$ cat config.mk
export PLATFORM = sky130hd
export DESIGN_NAME = mem_arbiter
export DESIGN_NICKNAME = d
export VERILOG_FILES = /design/src/rtl/mem_arb_pkg.sv /design/src/rtl/mem_arb_pick.sv /design/src/rtl/mem_arbiter.sv
export SDC_FILE = /design/constraint.sdc
export NUM_CORES = 1
export LEC_CHECK = 0
export CORE_ASPECT_RATIO = 1.25
export CORE_MARGIN = 2
export CORE_UTILIZATION = 41
export DETAILED_ROUTE_END_ITERATION = 16
export HOLD_SLACK_MARGIN = 0.02
export PLACE_DENSITY_LB_ADDON = 0.05
export SLEW_MARGIN = 20
export SYNTH_ARGS = -nofsm -noshare
export SYNTH_HDL_FRONTEND = slang
export SYNTH_SLANG_ARGS = --single-unit
$ cat constraint.sdc
create_clock -name inp_clk -period 2.73 [get_ports inp_clk]
set_input_delay 0.4095 -clock inp_clk [delete_from_list [all_inputs] [get_ports inp_clk]]
set_output_delay 0.4095 -clock inp_clk [all_outputs]
set_load 0.02 [all_outputs]
$ cat src/rtl/mem_arb_pkg.sv
// mem_arb_pkg: shared types and constants for the two-port memory arbiter.
package mem_arb_pkg;

  // Access sequencer states: grant in IDLE, strobe in ACCESS, sample memory in CAPTURE.
  typedef enum logic [1:0] {
    ST_IDLE    = 2'd0,
    ST_ACCESS  = 2'd1,
    ST_CAPTURE = 2'd2
  } state_t;

  // Port identifiers carried through the access.
  localparam logic PORT_I = 1'b0;
  localparam logic PORT_D = 1'b1;

  // Default byte capacity of the attached memory.
  localparam int MEM_BYTES_DEF = 1024;

  // True when a word access at byte address a would run past the last byte.
  function automatic logic addr_oor(input logic [31:0] a, input int mem_bytes);
    return a > 32'(mem_bytes - 2);
  endfunction

endpackage

$ cat src/rtl/mem_arb_pick.sv
// mem_arb_pick: grant selection between the fetch and data ports.
// With MEM_ARB_RR_EN defined, ties go to the port named by fav_d; otherwise
// the data port always wins a tie.
module mem_arb_pick
  import mem_arb_pkg::*;
(
  input  logic i_elig,
  input  logic d_elig,
`ifdef MEM_ARB_RR_EN
  input  logic fav_d,
`endif
  output logic gnt_vld,
  output logic gnt_port
);

  // Pick the winning port among the eligible requesters.
  always_comb begin
    gnt_vld  = i_elig | d_elig;
    gnt_port = PORT_I;
`ifdef MEM_ARB_RR_EN
    if (i_elig && d_elig) gnt_port = fav_d ? PORT_D : PORT_I;
    else if (d_elig)      gnt_port = PORT_D;
`else
    if (d_elig)           gnt_port = PORT_D;
`endif
  end

endmodule

$ cat src/rtl/mem_arbiter.sv
// mem_arbiter: fetch/data two-port arbiter in front of a synchronous memory.
// One access every three cycles: grant (IDLE) -> strobe (ACCESS) -> sample
// memory word (CAPTURE) -> ack. Optional macro MEM_ARB_RR_EN selects
// round-robin tie breaking instead of fixed data-port priority.
module mem_arbiter
  import mem_arb_pkg::*;
#(
  parameter int ADDR_W    = 16,
  parameter int DATA_W    = 16,
  parameter int MEM_BYTES = MEM_BYTES_DEF
) (
  input  logic              inp_clk,
  input  logic              inp_rst,
  input  logic              inp_i_req,
  input  logic [ADDR_W-1:0] inp_i_addr,
  output logic              out_i_ack,
  output logic [DATA_W-1:0] out_i_rdata,
  output logic              out_i_err,
  input  logic              inp_d_req,
  input  logic              inp_d_we,
  input  logic [ADDR_W-1:0] inp_d_addr,
  input  logic [DATA_W-1:0] inp_d_wdata,
  output logic              out_d_ack,
  output logic [DATA_W-1:0] out_d_rdata,
  output logic              out_d_err,
  output logic [ADDR_W-1:0] out_mem_address,
  output logic [DATA_W-1:0] out_mem_dataWrite,
  output logic              out_mem_memRead,
  output logic              out_mem_memWrite,
  input  logic [DATA_W-1:0] inp_mem_read,
  output logic              out_busy
);

  state_t              state_q, state_d;
  logic                port_q, port_d;
  logic                we_q, we_d;
  logic                oor_q, oor_d;
  logic [ADDR_W-1:0]   addr_q, addr_d;
  logic [DATA_W-1:0]   wdata_q, wdata_d;
  logic                rd_q, rd_d;
  logic                wr_q, wr_d;
  logic                i_ack_q, i_ack_d;
  logic                d_ack_q, d_ack_d;
  logic                i_err_q, i_err_d;
  logic                d_err_q, d_err_d;
  logic [DATA_W-1:0]   i_rdata_q, i_rdata_d;
  logic [DATA_W-1:0]   d_rdata_q, d_rdata_d;
`ifdef MEM_ARB_RR_EN
  logic                rr_q, rr_d;   // 1 = data port favoured on the next tie
`endif

  logic                i_elig, d_elig;
  logic                gnt_vld, gnt_port;
  logic [ADDR_W-1:0]   sel_addr;
  logic                sel_we;
  logic                sel_oor;
  logic [DATA_W-1:0]   cap_word;

  // A port competes only while idle and not in its own ack cycle, so a
  // request held across its ack is not granted a second time.
  assign i_elig = (state_q == ST_IDLE) & inp_i_req & ~i_ack_q;
  assign d_elig = (state_q == ST_IDLE) & inp_d_req & ~d_ack_q;

  mem_arb_pick u_pick (
    .i_elig   (i_elig),
    .d_elig   (d_elig),
`ifdef MEM_ARB_RR_EN
    .fav_d    (rr_q),
`endif
    .gnt_vld  (gnt_vld),
    .gnt_port (gnt_port)
  );

  // Request fields of the winning port, evaluated on the grant edge.
  assign sel_addr = (gnt_port == PORT_D) ? inp_d_addr : inp_i_addr;
  assign sel_we   = (gnt_port == PORT_D) & inp_d_we;
  assign sel_oor  = addr_oor(32'(sel_addr), MEM_BYTES);
  // Out-of-range reads return zero rather than whatever the memory holds.
  assign cap_word = oor_q ? '0 : inp_mem_read;

  // Next-state and registered-output computation for the access sequencer.
  always_comb begin
    state_d   = state_q;
    port_d    = port_q;
    we_d      = we_q;
    oor_d     = oor_q;
    addr_d    = addr_q;
    wdata_d   = wdata_q;
    rd_d      = 1'b0;
    wr_d      = 1'b0;
    i_ack_d   = 1'b0;
    d_ack_d   = 1'b0;
    i_err_d   = 1'b0;
    d_err_d   = 1'b0;
    i_rdata_d = i_rdata_q;
    d_rdata_d = d_rdata_q;
`ifdef MEM_ARB_RR_EN
    rr_d      = rr_q;
`endif
    unique case (state_q)
      ST_IDLE: begin
        if (gnt_vld) begin
          state_d = ST_ACCESS;
          port_d  = gnt_port;
          we_d    = sel_we;
          oor_d   = sel_oor;
          addr_d  = sel_addr;
          if (gnt_port == PORT_D) wdata_d = inp_d_wdata;
          rd_d    = ~sel_oor & ~sel_we;
          wr_d    = ~sel_oor &  sel_we;
`ifdef MEM_ARB_RR_EN
          rr_d    = (gnt_port == PORT_I);
`endif
        end
      end
      ST_ACCESS: begin
        state_d = ST_CAPTURE;
      end
      ST_CAPTURE: begin
        state_d = ST_IDLE;
        if (port_q == PORT_D) begin
          d_ack_d = 1'b1;
          d_err_d = oor_q;
          if (!we_q) d_rdata_d = cap_word;
        end else begin
          i_ack_d   = 1'b1;
          i_err_d   = oor_q;
          i_rdata_d = cap_word;
        end
      end
      default: state_d = ST_IDLE;
    endcase
  end

  // State and output registers; reset clears everything and abandons any access.
  always_ff @(posedge inp_clk or posedge inp_rst) begin
    if (inp_rst) begin
      state_q   <= ST_IDLE;
      port_q    <= PORT_D;
      we_q      <= 1'b0;
      oor_q     <= 1'b0;
      addr_q    <= '0;
      wdata_q   <= '0;
      rd_q      <= 1'b0;
      wr_q      <= 1'b0;
      i_ack_q   <= 1'b0;
      d_ack_q   <= 1'b0;
      i_err_q   <= 1'b0;
      d_err_q   <= 1'b0;
      i_rdata_q <= '0;
      d_rdata_q <= '0;
`ifdef MEM_ARB_RR_EN
      rr_q      <= 1'b1;
`endif
    end else begin
      state_q   <= state_d;
      port_q    <= port_d;
      we_q      <= we_d;
      oor_q     <= oor_d;
      addr_q    <= addr_d;
      wdata_q   <= wdata_d;
      rd_q      <= rd_d;
      wr_q      <= wr_d;
      i_ack_q   <= i_ack_d;
      d_ack_q   <= d_ack_d;
      i_err_q   <= i_err_d;
      d_err_q   <= d_err_d;
      i_rdata_q <= i_rdata_d;
      d_rdata_q <= d_rdata_d;
`ifdef MEM_ARB_RR_EN
      rr_q      <= rr_d;
`endif
    end
  end

  assign out_i_ack         = i_ack_q;
  assign out_i_rdata       = i_rdata_q;
  assign out_i_err         = i_err_q;
  assign out_d_ack         = d_ack_q;
  assign out_d_rdata       = d_rdata_q;
  assign out_d_err         = d_err_q;
  assign out_mem_address   = addr_q;
  assign out_mem_dataWrite = wdata_q;
  assign out_mem_memRead   = rd_q;
  assign out_mem_memWrite  = wr_q;
  assign out_busy          = (state_q != ST_IDLE);

endmodule

Word level (Yosys, flattened, before mapping)
Cells that the tools add are included.
{"block": "word_totals", "register_bits": 75, "input_bits": 69, "out_inout_bits": 71}
{"block": "classes", "magnitude_cmp": 1, "n_eq_ne": 3, "mux": 17, "bitwise_logic": 14, "reduce_logical": 6}
{"op": "16-bit two-way mux", "count": 2}
{"op": "16-bit by 10-bit greater-than comparator with 1-bit output, second input constant", "count": 1}
{"op": "1-bit two-way mux", "count": 13}
{"op": "1-bit AND", "count": 7}
{"op": "1-bit NOT", "count": 6}
{"op": "3-bit AND reduction", "count": 2}
{"op": "2-bit one-hot mux with 2 select lines", "count": 1}
{"op": "2-bit AND reduction", "count": 2}
{"op": "2-bit by 1-bit == test with 1-bit output, second input constant", "count": 1}
{"op": "2-bit == test, second input constant", "count": 1}
{"op": "2-bit logical NOT", "count": 1}
{"op": "2-bit two-way mux", "count": 1}
{"op": "2-bit inequality test, second input constant", "count": 1}
{"op": "2-bit nonzero test", "count": 1}
{"op": "1-bit OR", "count": 1}

Longest topological paths before layout
Gate-level depths: netlist of the first run.
{"block": "depth", "ltp_word": 10, "mapped_depth": 5, "depth_no_buf": 4}

Hierarchy
A second synthesis of the first run with hierarchy kept.
{"block": "unflattened", "hier_cells": 277, "hier_area_um2": 3084.2}
{"mod": "mem_arbiter", "n_inst": 1, "cells_each": 275, "area_each_um2": 3070.4, "seq_area_each_um2": 1878.1}
{"mod": "mem_arb_pick", "n_inst": 1, "cells_each": 2, "area_each_um2": 13.8, "seq_area_each_um2": 0.0}

Least setup slack after synthesis of the first run
Ideal clock, no wire load.
{"block": "synth_timing", "path_kind": "register to register", "start": "register d_ack_q, in the netlist out_d_ack", "end": "register wdata_q[10], in the netlist out_mem_dataWrite[10]", "setup_ns": 0.125, "arrival_ns": 1.510, "t_required_ns": 2.605, "setup_slack_ns": 1.095, "stages_incl_launch_ff": 4, "n_path_buf": 1, "synth_period_minus_slack_ns": 1.635, "cell_sequence": "dfrtp_1 > nor4b_4 > buf_2 > mux2_2"}
{"block": "synth_via", "elab_chain_cells": 4, "elab_cells_between_ends": 5, "cone_classes": "mux (1); bitwise (3); reduce/logical (1)"}
{"element": "from (decl)", "line_no": "mem_arbiter.sv:43", "text": "logic d_ack_q, d_ack_d;"}
{"element": "from (signal assigned)", "line_no": "mem_arbiter.sv:165", "text": "d_ack_q <= d_ack_d;"}
{"element": "1-bit NOT (*)", "line_no": "mem_arbiter.sv:62", "text": "assign d_elig = (state_q == ST_IDLE) & inp_d_req & ~d_ack_q;"}
{"element": "1-bit AND (*)", "line_no": "mem_arbiter.sv:62"}
{"element": "1-bit OR or 1-bit two-way mux (tied branches)", "line_no": "mem_arb_pick.sv:18, mem_arb_pick.sv:24"}
{"element": "3-bit AND reduction (no line) (*)"}
{"element": "to (signal assigned)", "line_no": "mem_arbiter.sv:161", "text": "wdata_q <= wdata_d;"}
{"element": "to (decl)", "line_no": "mem_arbiter.sv:39", "text": "logic [DATA_W-1:0] wdata_q, wdata_d;"}
Mark *: on every way between the ends. The rest lies on a longest branch, timed or not.
A chain may end at the register's enable or synchronous reset.

Worst setup path in the final report of the first run
{"block": "layout_timing", "start": "register state_q[0]", "end": "output port out_busy"}
{"block": "layout_via", "elab_chain_cells": 1}
{"element": "from (decl)", "line_no": "mem_arbiter.sv:34", "text": "state_t state_q, state_d;"}
{"element": "from (signal assigned)", "line_no": "mem_arbiter.sv:156", "text": "state_q <= state_d;"}
{"element": "2-bit nonzero test", "line_no": "mem_arbiter.sv:186", "text": "assign out_busy = (state_q != ST_IDLE);"}
{"element": "to (decl)", "line_no": "mem_arbiter.sv:31", "text": "output logic out_busy"}
Every way passes these cells.

==> results.yml, run 1 <==
cts:
  htreeDepth: 3
  ctsHoldBuffers: 0
  clk_pin_slew_ns: 0.08
  postCtsResizedCells: 0
  cts_buffers: 9
  cts_max_path_buffers: 2
  postCtsSetupBuffers: 0
  cts-root-buf: "clkbuf_8"
  cts_sinks: 75
  cts_tree: "built"
  clk_latency_ns: 0.33
floorplanning:
  die_h_um: 99.7
  start_util: 0.428
  io_pins: 140
  rows: 34
  die_w_um: 80.6
  core-area_sq_um: 7020
  die_area_sq_um: 8040
logic_synthesis:
  synth_ff_type: "dfrtp_1"
  syn_avg_cell_area_sq_um: 11.1
  async_flop_share: 1.00
  synth-seq-cells: 75
  syn-cell-area_sq_um: 3010
  ys_seq_area_frac: 0.625
  ys_warn_count: 0
  synth_fp_nets: 341
  synthCells: 272
  synth_enable_flop_cells: 0
  synthDistinctLibCells: 28
sta:
  finClkSkew_ns: 0.00664
  hold_viol_final: 0
  slew_violations: 0
  fin_crit_sh: 0.755
  rsz0062_at_grt: "false"
  min_period_ns: 2.06
  fmax_mhz: 485
  relSlewSlack: 0.389
  tns_ns: 0
  fin_ws_ns: 0.669
  setup_viol: 0
  tightest_slew_ns: 0.914
placement:
  port_buffers: 139
  post-place-ws_ns: 0.639
  dpl.hpwl_mm: 5.35
  placed_cell_area_sq_um: 4490
  gp_congestion: 0.800
hold_path:
  hold_path.class: "input port to asynchronous set/reset pin"
power_and_ir_drop:
  vdd.ir_drop.worst_mv: 0.597
  powerDensity_nw_per_um2: 1170
  p_total_uw: 5540
  p_leak_uw: 0.00199
routing:
  wire_per_inst_um: 14.3
  wl_mm: 7.27
  drtPass1Iterations: 4
  via_count: 2469
  drt_iter0_drc: 64
  vias_per_cell: 4.87
  drc: 0
  ant_nets: 0
cells_and_area:
  diodes: 0
  nNetsFinal: 481
  syn2layout_area_growth_pct: 57.0
  drive_gt1_frac: 0.106
  final_area_sq_um: 4720
worst_setup_path:
  timing.critical_path.from_type: "flop"
  arrival_ns: 1.65
  crit_type: "flop to output port"
  critPathMaxFanout: 6
  worstSetupEndpointType: "output port"
  cp.required_ns: 2.32
global_routing:
  grt_antenna_before_repair: 0
  grt_overflow: 0
  grt_pass1_wl_mm: 12.1
  grt_pass1_vias: 2532
  grt_max_degree: 57
  grt.total_usage: 0.194
run:
  cap_violations: 0
outcome:
  status: "complete, no violations"
-- cell usage after synthesis, types with 2 or more instances --
cell	number	area (sq um)
mux2i_1	17	170
mux2_2	16	180
o21ai_0	50	250
nor3_1	3	15.0
or4_1	2	15.0
nand2_1	69	259
clkbuf_1	8	30.0
buf_2	4	20.0
nor2_1	3	11.3
inv_1	5	18.8
nand4_1	4	25.0
and2_1	2	12.5
dfrtp_1	74	1850
-- metrics by stage --
stage	util	std cells	hold WS [ns]
4_1_cts	0.672	507	0.398
6_report	0.672	507	0.398
3_3_place_gp	0.640	491	0.461
5_1_grt	0.672	507	0.422
2_1_floorplan	-	272	0.471
3_5_place_dp	0.640	491	0.469
-- cell type report --
class	instances	area, sq um
sequential	75	1880
clock inverter	6	88.8
timing repair buffer	144	1440
clock buffer	10	138
tap	90	113
multi-input combinational	176	1040
fill	559	2300
inverter	6	22.5
-- flip-flops by register name, summed over array words and instances, names as in the netlist, 2 cells and up --
register	count
out_d_rdata	16
out_i_rdata	16
out_mem_address	16
out_mem_dataWrite	16
state_q	2
-- worst max-delay path, stage by stage, from the launching register on --
cell             delay, ns
dfrtp_1               0.46
or2_2                 0.32
clkdlybuf4s50_1       0.54
-- cells by family after synthesis --
| logic type | Yosys count | share of synthesized area |
|---|---|---|
| flops | 75 | 0.625 |
| buf+inv | 21 | 0.0320 |
| mux | 33 | 0.117 |
| compound gates | 52 | 0.0899 |
| simple gates | 91 | 0.137 |
-- per-layer routing --
metal,track usage,vias up,share of wire
met4,0.0860,0,0.023
met3,0.0508,16,0.074
li1,-,1204,-
met1,0.243,1164,0.41
met5,0,-,0
met2,0.313,85,0.50
-- layout by cell type (no fill, tap or decap), types with 2 or more instances in the layout --
master,instances
and2_1,2
buf_4,4
bufinv_16,2
clkbuf_8,10
clkdlybuf4s50_1,139
clkinvlp_4,2
dfrtp_1,74
inv_1,4
mux2_2,16
mux2i_1,17
nand2_1,69
nand4_1,4
nor2_1,3
nor3_1,3
o21ai_0,50
or4_1,2
-- path summary, 6_finish.rpt --
check                                   to  depth (start not counted)  slack, ns             from
setup / recovery                  out_busy                          2       0.67       state_q[0]
hold / removal             out_d_rdata[13]                          2       0.40          inp_rst
setup reg to reg            out_d_rdata[3]                          3       0.96       state_q[0]
hold reg to reg            out_i_rdata[15]                          2       0.48  out_i_rdata[15]
max in group asynchronous           port_q                          3       1.64          inp_rst
min in group inp_clk       out_i_rdata[15]                          2       0.48  out_i_rdata[15]
-- power breakdown --
part / switching [uW] / internal, uW / total (uW)
clock network: 403 / 539 / 942
registers: 288 / 1630 / 1920
logic: 1370 / 1300 / 2680
Note: power is estimated with default switching activity, not from simulation.
==> run 2, diff against run 1 <==
- CORE_UTILIZATION: 41 -> 37
- clock period: 2.73 -> 1.8 ns (I/O delays scaled with it)
==> results.yml, run 2 (synthesis results as in run 1) <==
outcome:
  status: "complete, no violations"
worst_setup_path:
  cpMaxStageDelayCell: "dfrtp_1"
  regToRegStartpoint: "state_q[1]"
  worstSetupEndpointType: "output port"
  setup.worst_path.start: "state_q[0]"
  timing.rr.end: "out_i_rdata[12]"
  cp.required_ns: 1.53
  path_cells: "or2_2 > dlygate4sd2_1"
  timing.critical_path.from_type: "flop"
  r2r_slack_ns: 0.12
  r2r_cells: 3
  crit_type: "flop to output port"
  critPathMaxFanout: 6
  arrival_ns: 1.45
  slowest_delay_ns: 0.46
cells_and_area:
  syn2layout_area_growth_pct: 58.3
  multi_input_area_sq_um: 1040
  diodes: 0
  layout_commonest_cell: "clkdlybuf4s50_1"
  fin_cells: 518
  register_area_sq_um: 1880
  fill_cells: 691
  drive_gt1_frac: 0.113
  final_cell_mix: "clkdlybuf4s50_1, dfrtp_1, nand2_1"
  nNetsFinal: 487
  final_area_sq_um: 4760
floorplanning:
  start_util: 0.384
  core-area_sq_um: 7840
  rows: 36
  die_h_um: 105
  die_w_um: 84.6
  io_pins: 140
  die_area_sq_um: 8870
sta:
  relSlewSlack: 0.576
  rsz0062_at_grt: "false"
  setup_viol: 0
  fmax_mhz: 583
  slew_violations: 0
  fin_ws_ns: 0.0842
  hold_viol_final: 0
  tns_ns: 0
  min_period_ns: 1.72
  fin_crit_sh: 0.953
  finClkSkew_ns: 0.0108
  tightest_slew_ns: 0.636
routing:
  wire_per_inst_um: 14.6
  ant_nets: 0
  drt_iter0_drc: 88
  via_count: 2472
  vias_per_cell: 4.77
  wl_mm: 7.59
  drtPass1Iterations: 4
  drc: 0
power_and_ir_drop:
  power_frac_comb: 0.505
  p_int_uw: 5100
  p_switching_uw: 3100
  vdd.ir_drop.worst_mv: 0.926
  p_leak_uw: 0.00202
  p_sw_frac: 0.378
  p_seq_frac: 0.353
  powerDensity_nw_per_um2: 1720
  p_total_uw: 8210
  power_frac_clock: 0.141
run:
  cap_violations: 0
cts:
  cts_max_path_buffers: 2
  clk_pin_slew_ns: 0.07
  cts_tree: "built"
  cts_sinks: 75
  cts_buffers: 9
  ctsHoldBuffers: 0
  htreeDepth: 3
  clk_latency_ns: 0.35
  cts-root-buf: "clkbuf_8"
global_routing:
  grt_overflow: 0
  grt_pass1_wl_mm: 12.3
  grt.total_usage: 0.175
  grt_pass1_vias: 2503
  grt_max_degree: 40
  grt_antenna_before_repair: 0
placement:
  placedCellCount: 502
  port_buffers: 139
  dpl.hpwl_mm: 5.56
  gp_congestion: 0.747
  placed_cell_area_sq_um: 4590
  post-place-ws_ns: -0.189
hold_path:
  hold_path.class: "input port to asynchronous set/reset pin"
[run 2: changes by cell type in the layout (fill, tap and decap cells not counted)]
cell             delta
clkinv_2            +2
clkbuf_8            +1
buf_12              +3
dlygate4sd2_1       +1
clkinvlp_4          -1
clkbuf_1            +2
inv_2               -1
clkinv_4            -1
clkdlybuf4s50_1     -1
buf_4               +3
bufinv_16           -2
[run 2: layer usage]
| layer | global-route usage | vias to the layer above | wire length, um |
|---|---|---|---|
| li1 | - | 1214 | - |
| met4 | 0.0794 | 0 | 147 |
| met5 | 0 | - | 0 |
| met1 | 0.220 | 1161 | 3220 |
| met3 | 0.0521 | 11 | 617 |
| met2 | 0.277 | 86 | 3600 |
[run 2: how the worst max path moves through the flow]
stage,endpoint,slack (ns)
floorplan,out_mem_dataWrite[10],0.17
global placement,oor_q,-0.18
detailed placement,oor_q,-0.19
CTS,out_busy,0.06
global route,out_busy,0.03
finish,out_busy,0.08
[run 2: layout make-up]
class / instances / share of cell area
inverter: 6 / 0.00552
clock buffer: 13 / 0.0334
timing repair buffer: 150 / 0.320
multi-input combinational: 176 / 0.218
sequential: 75 / 0.395
tap: 95 / 0.0250
clock inverter: 3 / 0.00316
[run 2: worst max-delay path, delay by kind of cell, from the launching register on]
family / cells / cell delay [ns]
buffers and inverters: 1 / 0.34
flip-flops: 1 / 0.46
AND/OR/NAND/NOR: 1 / 0.31
[run 2: power by group through the flow]
stage | clock [uW] | combinational, uW | sequential [uW]
after floorplan | 0 | 1250 | 3800
after global placement | 0 | 4170 | 2910
after detailed placement | 0 | 4220 | 2940
after CTS | 1200 | 4220 | 2920
after global routing | 1260 | 4490 | 3000
final | 1160 | 4150 | 2900
[run 2: metrics by stage]
stage	hold slack, ns	util
detailed placement	0.469	0.585
finish	0.214	0.607
floorplan	0.387	-
global placement	0.462	0.585
global route	0.217	0.607
CTS	0.206	0.607
[run 2: timing repair]
action	4_1_cts	5_1_grt
gates resized for setup	1	0
setup endpoints to repair	1	0
setup buffers	0	0
